$ cat config.mk
export PLATFORM = sky130hd
export DESIGN_NAME = bitbrick_seq_ctrl
export DESIGN_NICKNAME = d
export VERILOG_FILES = /design/src/rtl/bitbrick_seq_ctrl.sv
export SDC_FILE = /design/constraint.sdc
export NUM_CORES = 1
export LEC_CHECK = 0
export BUFFER_PORTS_ARGS = -buffer_cell sky130_fd_sc_hd__buf_2
export CAP_MARGIN = 20
export CORE_MARGIN = 2
export CORE_UTILIZATION = 23
export CTS_BUF_LIST = sky130_fd_sc_hd__clkbuf_8
export CTS_CLUSTER_DIAMETER = 50
export CTS_CLUSTER_SIZE = 12
export DETAILED_ROUTE_END_ITERATION = 7
export PLACE_DENSITY = 0.51
export RECOVER_POWER = 100
export SYNTH_ARGS = -nofsm -noshare
export SYNTH_HDL_FRONTEND = slang
export SYNTH_SLANG_ARGS = --single-unit
export TNS_END_PERCENT = 1
$ cat constraint.sdc
create_clock -name clk -period 4.8 [get_ports clk]
set_clock_uncertainty 0.1 [all_clocks]
set_input_delay 0.48 -clock clk [delete_from_list [all_inputs] [get_ports clk]]
set_output_delay 0.48 -clock clk [all_outputs]
set_load 0.05 [all_outputs]
$ cat src/rtl/bitbrick_seq_ctrl.sv
// Sequencer that runs a full 2/4/8-bit signed/unsigned multiply through one 2-bit bitbrick,
// issuing every slice pair and shift-accumulating the returned partial products.
module bitbrick_seq_ctrl #(
    parameter int MAX_BITS = 8,
    parameter int BB_LAT   = 1,
    parameter int ACC_W    = 16
) (
    input  logic                clk,
    input  logic                reset,
    input  logic                in_valid,
    output logic                in_ready,
    input  logic [MAX_BITS-1:0] a,
    input  logic [MAX_BITS-1:0] b,
    input  logic                sign_a,
    input  logic                sign_b,
    input  logic [1:0]          prec,
    output logic                out_valid,
    input  logic                out_ready,
    output logic [ACC_W-1:0]    out_result,
    output logic [1:0]          bb_x,
    output logic [1:0]          bb_y,
    output logic                bb_sign_x,
    output logic                bb_sign_y,
    input  logic [5:0]          bb_p
);

    localparam int SLICES = MAX_BITS / 2;
    localparam int IDX_W  = (SLICES > 1) ? $clog2(SLICES) : 1;
    localparam int SH_W   = IDX_W + 2;

    typedef enum logic [1:0] {
        IDLE,
        RUN,
        DRAIN,
        DONE
    } state_t;

    state_t state, state_nxt;

    logic [MAX_BITS-1:0] a_q, b_q;
    logic                sa_q, sb_q;
    logic [IDX_W-1:0]    last_q, last_sel;
    logic [IDX_W-1:0]    i_q, j_q;
    logic [IDX_W:0]      ij_sum;
    logic                accept, issue_last, drain_done;
    logic [BB_LAT:0]     tag_v;
    logic [SH_W-1:0]     tag_sh [BB_LAT+1];
    logic [ACC_W-1:0]    acc;
    logic [ACC_W-1:0]    pp_ext;

    always_comb begin
        last_sel = IDX_W'(SLICES - 1);
        case (prec)
            2'b00:   last_sel = '0;
            2'b01:   last_sel = IDX_W'(1);
            default: last_sel = IDX_W'(SLICES - 1);
        endcase
    end

    assign accept     = in_valid && (state == IDLE);
    assign issue_last = (state == RUN) && (i_q == last_q) && (j_q == last_q);
    // Stage 0 lines up with the registered bb_* outputs; stage BB_LAT lines up with bb_p.
    assign drain_done = tag_v[BB_LAT] && (tag_v[BB_LAT-1:0] == '0);
    assign ij_sum     = {1'b0, i_q} + {1'b0, j_q};
    assign pp_ext     = {{(ACC_W-6){bb_p[5]}}, bb_p};
    assign out_result = acc;

    always_ff @(posedge clk or posedge reset) begin
        if (reset) state <= IDLE;
        else       state <= state_nxt;
    end

    always_comb begin
        state_nxt = state;
        in_ready  = 1'b0;
        out_valid = 1'b0;
        case (state)
            IDLE: begin
                in_ready = 1'b1;
                if (in_valid) state_nxt = RUN;
            end
            RUN: begin
                if (issue_last) state_nxt = DRAIN;
            end
            DRAIN: begin
                if (drain_done) state_nxt = DONE;
            end
            DONE: begin
                out_valid = 1'b1;
                if (out_ready) state_nxt = IDLE;
            end
            default: state_nxt = IDLE;
        endcase
    end

    always_ff @(posedge clk or posedge reset) begin
        if (reset) begin
            a_q       <= '0;
            b_q       <= '0;
            sa_q      <= 1'b0;
            sb_q      <= 1'b0;
            last_q    <= '0;
            i_q       <= '0;
            j_q       <= '0;
            bb_x      <= '0;
            bb_y      <= '0;
            bb_sign_x <= 1'b0;
            bb_sign_y <= 1'b0;
            tag_v     <= '0;
            for (int unsigned k = 0; k <= BB_LAT; k++) tag_sh[k] <= '0;
            acc       <= '0;
        end else begin
            if (accept) begin
                a_q    <= a;
                b_q    <= b;
                sa_q   <= sign_a;
                sb_q   <= sign_b;
                last_q <= last_sel;
                i_q    <= '0;
                j_q    <= '0;
            end else if (state == RUN) begin
                if (j_q == last_q) begin
                    j_q <= '0;
                    if (i_q != last_q) i_q <= i_q + 1'b1;
                end else begin
                    j_q <= j_q + 1'b1;
                end
            end

            if (state == RUN) begin
                bb_x      <= a_q[{i_q, 1'b0} +: 2];
                bb_y      <= b_q[{j_q, 1'b0} +: 2];
                bb_sign_x <= sa_q && (i_q == last_q);
                bb_sign_y <= sb_q && (j_q == last_q);
            end else begin
                bb_x      <= '0;
                bb_y      <= '0;
                bb_sign_x <= 1'b0;
                bb_sign_y <= 1'b0;
            end

            tag_v[0]  <= (state == RUN);
            tag_sh[0] <= {ij_sum, 1'b0};
            for (int unsigned k = 1; k <= BB_LAT; k++) begin
                tag_v[k]  <= tag_v[k-1];
                tag_sh[k] <= tag_sh[k-1];
            end

            if (accept)             acc <= '0;
            else if (tag_v[BB_LAT]) acc <= acc + (pp_ext << tag_sh[BB_LAT]);
        end
    end

endmodule

==> results of run 1 <==
==> flip-flops by register name (all words and copies together), names as in the netlist, 2 cells and up <==
name,cells
a_q,8
bb_y,2
out_result,16
j_q,2
i_q,2
b_q,8
last_q,2
tag_v,2
tag_sh,6
bb_x,2
state,2
==> cell usage in the layout, fill, tap and decap left out, types with 4 or more instances in the layout <==
cell / instances
a211oi_1: 4
a21oi_1: 28
a31oi_1: 7
and2_1: 5
buf_2: 29
clkbuf_1: 26
clkbuf_8: 5
dfrtp_1: 56
ha_1: 20
inv_1: 12
mux2i_1: 8
mux4_2: 4
nand2_1: 86
nand2b_1: 6
nand3_1: 4
nor2_1: 23
nor2b_1: 6
nor3_1: 5
o21ai_0: 25
xnor2_1: 9
xor2_1: 7
==> stage by stage <==
| step | instance area (um^2) | hold slack [ns] | power, mW |
|---|---|---|---|
| 5_1_grt | 3880 | 0.233 | 2.95 |
| 2_1_floorplan | 3400 | 0.231 | 2.12 |
| 4_1_cts | 3910 | 0.235 | 2.75 |
| 3_3_place_gp | 3820 | 0.235 | 2.44 |
| 6_report | 3880 | 0.242 | 2.70 |
| 3_5_place_dp | 3820 | 0.235 | 2.47 |
==> worst reg2reg max path: stages, from the launching register on <==
cell      delay (ns)
dfrtp_1         0.42
inv_1           0.11
ha_1            0.23
and2_1          0.14
clkbuf_1        1.21
or3_1           0.29
nor3b_1         0.07
a41oi_1         0.18
o41ai_1         0.09
or4b_1          0.51
==> cell families after synthesis <==
| group | count (synthesis) | synth area share, % |
|---|---|---|
| simple gates | 155 | 20.7 |
| compound gates | 84 | 15.5 |
| flops | 56 | 41.2 |
| buf+inv | 35 | 4.01 |
| fa+ha+maj | 22 | 8.53 |
| xor+xnor | 16 | 4.12 |
| mux | 15 | 5.99 |
==> Yosys cell counts, drive strengths merged, types with 2 or more instances <==
library cell	count	area (um^2)
or3	2	12.5
fa	2	40.0
nand4	3	18.8
xnor2	9	78.8
xor2	7	61.3
nor4b	2	17.5
a21o	3	22.5
mux2i	8	80.1
nand2	86	323
nand3	4	20.0
a211oi	5	42.5
mux4	4	90.1
and3	3	18.8
nor3	5	25.0
o21ai	27	135
dfrtp	56	1400
inv	12	45.0
ha	20	250
nor2b	6	37.5
nor2	24	97.6
buf	7	31.3
mux2	3	33.8
a31oi	8	80.1
o211ai	3	27.5
and2	8	50.1
clkbuf	16	60.1
o22ai	3	18.8
nor4	2	12.5
a21oi	28	140
nand2b	6	37.5
==> where the power goes <==
group	switching, mW	internal [mW]	leakage [nW]
logic	0.982	0.559	1.00
clock network	0.165	0.102	0.0455
registers	0.223	0.667	0.718
total	1.37	1.33	1.76
==> path summary, 6_finish.rpt <==
check | to | cells after the start
max | out_result[15]$_DFFE_PP0P_ | 9
min | b_q[4]$_DFFE_PP0P_ | 3
max reg2reg | out_result[15]$_DFFE_PP0P_ | 9
min reg2reg | tag_sh[3]$_DFF_PP0_ | 0
max in group asynchronous | i_q[0]$_DFFE_PP0P_ | 3
min in group asynchronous | bb_y[1]$_DFF_PP0_ | 3
==> routing by layer <==
layer  track usage (%)  vias up
met5                 0        -
met4              2.09        0
met3              2.42        9
met2              18.0       80
met1              14.9     1332
li1                  -     1398
==> cell type report <==
| type | count | area share, % |
|---|---|---|
| clock buffers | 5 | 1.77 |
| multi-input cells | 292 | 47.5 |
| inverters | 12 | 1.16 |
| flip-flops and latches | 56 | 36.1 |
| well taps | 184 | 5.93 |
| repair buffers | 56 | 6.96 |
| clock inverters | 3 | 0.516 |
==> impl_metrics.env, run 1 <==
export IMPL_startpoint="state[1]$_DFFE_PP0P_"
export IMPL_first_pass_iters=4
export IMPL_startpoint_type="register"
export IMPL_vias_per_cell=4.64
export IMPL_drc_errors=0
export IMPL_register_area_um2=1400
export IMPL_cts_hold_buf=0
export IMPL_worstReg2RegStart="state[1]$_DFFE_PP0P_"
export IMPL_vias=2819
export IMPL_rrSetupSlack_ns=1.34
export IMPL_initial_core_util_pct=23.5
export IMPL_cp_max_fo=34
export IMPL_cap_violations=2
export IMPL_yosysUniqueCellTypes=47
export IMPL_dp_cells=599
export IMPL_setup_tns_ns=0
export IMPL_cts_buffer_depth=2
export IMPL_cts_inserted_buffers=5
export IMPL_cts_setup_buffers=0
export IMPL_initialDrtViolationCount=193
export IMPL_cp_required_ns=4.90
export IMPL_grt_overflow=0
export IMPL_crit_path_max_incr_delay_ns=1.21
export IMPL_synth_async_reset_ratio_pct=100
export IMPL_synth_main_ff_cell="dfrtp_1"
export IMPL_hpwl_mm=5.96
export IMPL_critPathTopFamily="buffers and inverters"
export IMPL_final_util_pct=26.8
export IMPL_cts_sinks=56
export IMPL_syn_avg_cell_area_um2=8.89
export IMPL_post_cts_resize_count=0
export IMPL_drive_above_1_share_pct=10.8
export IMPL_hold_start="b[4]"
export IMPL_synthCells=383
export IMPL_status="complete, but fails checks"
export IMPL_port_buffers=53
export IMPL_syn_nets=435
export IMPL_final_hold_violation_count=0
export IMPL_postRouteAntennaNets=0
export IMPL_tightest_slew_ns=3.18
export IMPL_critPathArrivalTime_ns=3.56
export IMPL_drt_met1_wl_mm=4.09
export IMPL_wl_per_cell_um=13.9
export IMPL_grt_pass1_wl_mm=14.1
export IMPL_mappedNetlistArea_um2=3400
export IMPL_crit_buf_inv=2
export IMPL_power_density_nw_per_um2=695
export IMPL_ys_seq_area_share_pct=41.2
export IMPL_irDropWorstVdd_uv=207
export IMPL_cts_tree="done"
export IMPL_met3WireLength_um=499
export IMPL_p_leak_nw=1.76
export IMPL_area_growth_pct=14.0
export IMPL_violations="max-capacitance violations, max-slew violations"
export IMPL_die_width_um=126
export IMPL_cp_end_kind="register"
export IMPL_grt_pass1_vias=2844
export IMPL_top_layer="met4"
export IMPL_period_needed_ns=3.46
export IMPL_yosys_register_bits=56
export IMPL_slowest_stage="clkbuf_1"
export IMPL_worst_slack_ns=1.34
export IMPL_cp_cell_sequence="inv_1, ha_1, and2_1, clkbuf_1, or3_1, nor3b_1, a41oi_1, o41ai_1, or4b_1"
export IMPL_die_h_um=126
export IMPL_clkLatencyLatePin_ns=0.32
export IMPL_synth_warnings=0
export IMPL_place_congestion=0.815
export IMPL_relSlewSlack_pct=-112
export IMPL_period_share_pct=72.0
export IMPL_grt_total_usage_pct=10.9
export IMPL_row_count=44
export IMPL_synth_edf_count=0
export IMPL_clk_pin_slew_worst_paths_ns=0.11
export IMPL_setup_viol=0
export IMPL_antenna_found_initial=0
export IMPL_route_met2_wl_mm=3.82
export IMPL_worstSetupPathType="reg2reg"
export IMPL_antenna_cells=0
export IMPL_nets=475
export IMPL_htreeDepth=2
export IMPL_core_um2=14500
export IMPL_nFillCells=1576
export IMPL_routed_wl_mm=8.47
export IMPL_place_ws_ns=1.66
export IMPL_die_area_um2=15800
export IMPL_clock_root_buffer="clkbuf_8"
export IMPL_multi_input_area_um2=1850
export IMPL_slew_violations=92
export IMPL_fin_cells=608
export IMPL_ios=54
export IMPL_hold_class="in2reg"
export IMPL_max_freq_ghz=0.289
export IMPL_rsz0062_at_grt="no"
export IMPL_grt_max_degree=57
(Power assumes the default switching activity.)
==> run 2: changes to the inputs <==
==> constraint.sdc (replaced) <==
create_clock -name clk -period 3.2 [get_ports clk]
set_clock_uncertainty 0.1 [all_clocks]
set_input_delay 0.32 -clock clk [delete_from_list [all_inputs] [get_ports clk]]
set_output_delay 0.32 -clock clk [all_outputs]
set_load 0.05 [all_outputs]
==> impl_metrics.env, run 2 (synthesis gave the netlist of run 1 again) <==
export IMPL_initial_core_util_pct=23.5
export IMPL_initialDrtViolationCount=142
export IMPL_irDropWorstVdd_uv=331
export IMPL_core_um2=14500
export IMPL_routed_wl_mm=8.36
export IMPL_cap_violations=1
export IMPL_first_pass_iters=4
export IMPL_grt_overflow=0
export IMPL_cts_inserted_buffers=5
export IMPL_grt_pass1_wl_mm=14.0
export IMPL_layout_common_cells="nand2_1, dfrtp_1, buf_2"
export IMPL_vias=2835
export IMPL_startpoint_type="register"
export IMPL_die_area_um2=15800
export IMPL_fin_cells=614
export IMPL_power_density_nw_per_um2=1050
export IMPL_hpwl_mm=6.25
export IMPL_cp_max_fo=11
export IMPL_cp_common_cell="nand2_1"
export IMPL_slew_violations=34
export IMPL_final_hold_violation_count=0
export IMPL_grt_max_degree=34
export IMPL_slowest_stage="or4b_1"
export IMPL_setup_tns_ns=0
export IMPL_clkLatencyLatePin_ns=0.32
export IMPL_clock_root_buffer="clkbuf_8"
export IMPL_largest_reg_flops=16
export IMPL_final_util_pct=27.2
export IMPL_crit_path_max_incr_delay_ns=0.53
export IMPL_die_width_um=126
export IMPL_ios=54
export IMPL_place_congestion=0.862
export IMPL_worstSetupPathType="reg2reg"
export IMPL_cts_buffer_depth=2
export IMPL_drive_above_1_share_pct=12.8
export IMPL_hold_class="in2reg"
export IMPL_place_ws_ns=0.134
export IMPL_setup_viol=0
export IMPL_clk_pin_slew_worst_paths_ns=0.11
export IMPL_vias_per_cell=4.62
export IMPL_cts_sinks=56
export IMPL_drc_errors=0
export IMPL_grt_total_usage_pct=10.9
export IMPL_cts_setup_buffers=0
export IMPL_row_count=44
export IMPL_status="complete, but fails checks"
export IMPL_layout_commonest_cell="nand2_1"
export IMPL_relSlewSlack_pct=-12.6
export IMPL_cp_end_kind="register"
export IMPL_worst_slack_ns=0.178
export IMPL_cts_tree="done"
export IMPL_antenna_found_initial=0
export IMPL_die_h_um=126
export IMPL_period_share_pct=94.5
export IMPL_cts_hold_buf=0
export IMPL_cp_cell_sequence="mux2_2, nand2_1, o21ai_0, nand2_1, nand2_1, ha_1, a21oi_1, o21ai_1, nor3b_1, a41oi_1, o41ai_1, or4b_1"
export IMPL_cp_required_ns=3.30
export IMPL_nets=481
export IMPL_port_buffers=53
export IMPL_tightest_slew_ns=1.69
export IMPL_place_area_um2=3870
export IMPL_fin_area_um2=3950
export IMPL_p_leak_nw=1.80
export IMPL_rrSetupSlack_ns=0.18
export IMPL_violations="max-capacitance violations, max-slew violations"
export IMPL_critPathArrivalTime_ns=3.12
export IMPL_dp_cells=606
export IMPL_rsz0062_at_grt="no"
export IMPL_antenna_cells=0
export IMPL_area_growth_pct=15.9
export IMPL_grt_pass1_vias=2777
export IMPL_max_freq_ghz=0.331
export IMPL_wl_per_cell_um=13.6
export IMPL_htreeDepth=2
export IMPL_postRouteAntennaNets=0
export IMPL_period_needed_ns=3.02
## run 2: cell count changes in the layout (fill, tap and decap cells not counted), moves of 2 or more
cell,previous run,this run
and2_1,5,3
buf_4,0,5
and2_0,3,5
clkbuf_1,26,28
## run 2: timing repair
action | 4_1_cts | 5_1_grt
setup endpoints to repair | 0 | 1
hold endpoints to repair | 0 | 0
resized for setup | 0 | 2
## run 2: final cells by class
type / count / area (um^2)
Fill cell: 1557 / 10500
Multi-Input combinational cell: 292 / 1870
Sequential cell: 56 / 1400
Timing Repair Buffer: 62 / 288
Tap cell: 184 / 230
Clock buffer: 5 / 68.8
Inverter: 12 / 45.0
Clock inverter: 3 / 42.5
## run 2: final timing paths
path                            depth (start not counted)                         end                 from
worst max-delay path                                   12  out_result[15]$_DFFE_PP0P_  tag_sh[1]$_DFF_PP0_
worst min-delay path                                    3          b_q[6]$_DFFE_PP0P_                 b[6]
worst max register to register                         12  out_result[15]$_DFFE_PP0P_  tag_sh[1]$_DFF_PP0_
worst min register to register                          0         tag_sh[2]$_DFF_PP0_  tag_sh[6]$_DFF_PP0_
max in group asynchronous                               3          a_q[7]$_DFFE_PP0P_                reset
min in group asynchronous                               2          b_q[1]$_DFFE_PP0P_                reset
## run 2: critical path: cells and delay by family (launching register included)
family	cells	cell delay, ns
and+or+nand+nor	5	0.94
AOI/OAI and AO/OA	5	0.66
DFF	1	0.49
muxes	1	0.39
adders and majority gates	1	0.33
## run 2: power by group
| part | switching, mW | leakage, nW | internal [mW] |
|---|---|---|---|
| clock | 0.252 | 0.0599 | 0.234 |
| sequential | 0.318 | 0.717 | 1.00 |
| combinational | 1.50 | 1.02 | 0.850 |
## run 2: per-stage QoR
stage / total power [mW] / hold slack [ns]
4_1_cts: 4.25 / 0.0185
3_3_place_gp: 3.71 / 0.233
3_5_place_dp: 3.74 / 0.236
6_report: 4.16 / 0.0843
2_1_floorplan: 3.18 / 0.231
5_1_grt: 4.56 / 0.0700
## run 2: metal layers
metal	part of all wire (%)	GRT usage, %
met1	50	15.2
met4	0.53	1.76
met3	5.0	2.46
met2	45	17.6
met5	0	0
==> run 3: changes to the inputs <==
--- a/config.mk
+++ b/config.mk
@@ -5,6 +5,7 @@
 export SDC_FILE = /design/constraint.sdc
 export NUM_CORES = 1
 export LEC_CHECK = 0
+export ABC_CLOCK_PERIOD_IN_PS = 3200
 export BUFFER_PORTS_ARGS = -buffer_cell sky130_fd_sc_hd__buf_2
 export CAP_MARGIN = 20
 export CORE_MARGIN = 2
@@ -13,7 +14,7 @@
 export CTS_CLUSTER_DIAMETER = 50
 export CTS_CLUSTER_SIZE = 12
 export DETAILED_ROUTE_END_ITERATION = 7
-export PLACE_DENSITY = 0.51
+export PLACE_DENSITY = 0.5
 export RECOVER_POWER = 100
 export SYNTH_ARGS = -nofsm -noshare
 export SYNTH_HDL_FRONTEND = slang
==> impl_metrics.env, run 3 (synthesis gave the netlist of run 1 again) <==
export IMPL_layout_commonest_cell="nand2_1"
export IMPL_startpoint_type="register"
export IMPL_grt_max_degree=37
export IMPL_grt_use_met1_pct=15.7
export IMPL_first_pass_iters=4
export IMPL_grt_overflow=0
export IMPL_hold_class="in2reg"
export IMPL_critPathArrivalTime_ns=3.11
export IMPL_nets=481
export IMPL_place_ws_ns=0.123
export IMPL_irDropWorstVdd_uv=338
export IMPL_hpwl_mm=6.25
export IMPL_crit_path_max_incr_delay_ns=0.53
export IMPL_drc_errors=0
export IMPL_power_density_nw_per_um2=1050
export IMPL_worstSetupPathType="reg2reg"
export IMPL_max_freq_ghz=0.331
export IMPL_clock_root_buffer="clkbuf_8"
export IMPL_slew_violations=34
export IMPL_cts_sinks=56
export IMPL_setup_viol=0
export IMPL_place_congestion=0.829
export IMPL_grt_pass1_vias=2847
export IMPL_cts_inserted_buffers=5
export IMPL_layout_common_cells="nand2_1, dfrtp_1, buf_2"
export IMPL_cp_end_kind="register"
export IMPL_slowest_stage="or4b_1"
export IMPL_initial_core_util_pct=23.5
export IMPL_final_hold_violation_count=0
export IMPL_relSlewSlack_pct=-6.83
export IMPL_p_leak_nw=1.80
export IMPL_multi_input_area_um2=1870
export IMPL_violations="max-capacitance violations, max-slew violations"
export IMPL_cts_buffer_depth=2
export IMPL_postRouteAntennaNets=0
export IMPL_period_needed_ns=3.02
export IMPL_row_count=44
export IMPL_p_total_mw=4.17
export IMPL_cp_cell_sequence="nand2b_1, mux2_2, o21ai_0, ha_2, a21oi_1, o21ai_1, nor3b_1, a41oi_1, o41ai_1, or4b_1"
export IMPL_area_growth_pct=16.2
export IMPL_port_buffers=53
export IMPL_register_area_um2=1410
export IMPL_wl_per_cell_um=13.8
export IMPL_grt_pass1_wl_mm=14.4
export IMPL_clkLatencyLatePin_ns=0.31
export IMPL_rrSetupSlack_ns=0.18
export IMPL_vias_per_cell=4.58
export IMPL_vias=2811
export IMPL_clk_pin_slew_worst_paths_ns=0.11
export IMPL_core_um2=14500
export IMPL_period_share_pct=94.5
export IMPL_cp_max_fo=7
export IMPL_initialDrtViolationCount=151
export IMPL_cp_required_ns=3.29
export IMPL_worst_slack_ns=0.177
export IMPL_crit_buf_inv=0
export IMPL_grt_busiest_layer="met2"
export IMPL_status="complete, but fails checks"
export IMPL_drive_above_1_share_pct=13.7
export IMPL_antenna_cells=0
export IMPL_htreeDepth=2
export IMPL_tightest_slew_ns=1.60
export IMPL_die_area_um2=15800
export IMPL_ios=54
export IMPL_cap_violations=1
export IMPL_nFillCells=1563
export IMPL_critPathTopFamily="simple AND/OR/NAND/NOR gates"
export IMPL_routed_wl_mm=8.48
export IMPL_die_width_um=126
export IMPL_use_met3_pct=2.46
export IMPL_setup_tns_ns=0
export IMPL_grt_total_usage_pct=11.1
export IMPL_use_met2_pct=18.1
export IMPL_antenna_found_initial=0
export IMPL_die_h_um=126
export IMPL_cts_tree="done"
export IMPL_largest_reg_flops=16
## run 3: cell count changes in the layout (fill, tap and decap cells not counted)
cell	before	now
dfrtp_1	55	53
dfrtp_2	1	3
ha_2	0	1
dlygate4sd3_1	0	1
clkbuf_1	28	26
buf_4	5	4
ha_1	20	19
clkbuf_2	0	2
## run 3: cell type report
type	count	share of cell area, %
clock buffer	5	1.74
timing repair buffer	62	7.40
sequential	56	35.5
tap	184	5.82
clock inverter	3	1.08
inverter	12	1.14
multi-input combinational	292	47.3
## run 3: per-stage QoR
step,std cells,cell area [um^2],util (%),hold WS [ns]
floorplan,383,3400,-,0.231
finish,614,3960,27.3,0.0954
CTS,613,3980,27.5,0.0808
global route,614,3960,27.3,0.0779
detailed placement,604,3860,26.7,0.244
global placement,604,3860,26.7,0.236
## run 3: repair_timing
action / 4_1_cts / 5_1_grt
hold endpoints to repair: 20 / 0
setup buffers: 0 / 1
hold buffers: 1 / 0
setup endpoints to repair: 0 / 3
resized for setup: 0 / 5
## run 3: metal layers
metal / wire [um] / vias to the layer above
li1: - / 1413
met1: 4140 / 1335
met2: 3910 / 61
met3: 406 / 2
met4: 31 / 0
met5: 0 / -
## run 3: final timing paths
check	from	endpoint	cells after the start
max	tag_sh[1]$_DFF_PP0_	out_result[15]$_DFFE_PP0P_	10
min	a[5]	a_q[5]$_DFFE_PP0P_	3
max reg2reg	tag_sh[1]$_DFF_PP0_	out_result[15]$_DFFE_PP0P_	10
min reg2reg	tag_sh[6]$_DFF_PP0_	tag_sh[2]$_DFF_PP0_	0
max in group asynchronous	reset	last_q[1]$_DFFE_PP0P_	4
min in group asynchronous	reset	tag_sh[6]$_DFF_PP0_	3
## run 3: report_power, final
part	switching [mW]	internal (mW)	leakage, nW
Combinational	1.52	0.858	1.03
Sequential	0.318	1.00	0.714
Clock	0.241	0.234	0.0599
## run 3: tightest hold or removal path, delay by kind of cell
kind,cells,cell delay [ns]
buffers and inverters,1,0.07
AND/OR/NAND/NOR,2,0.08
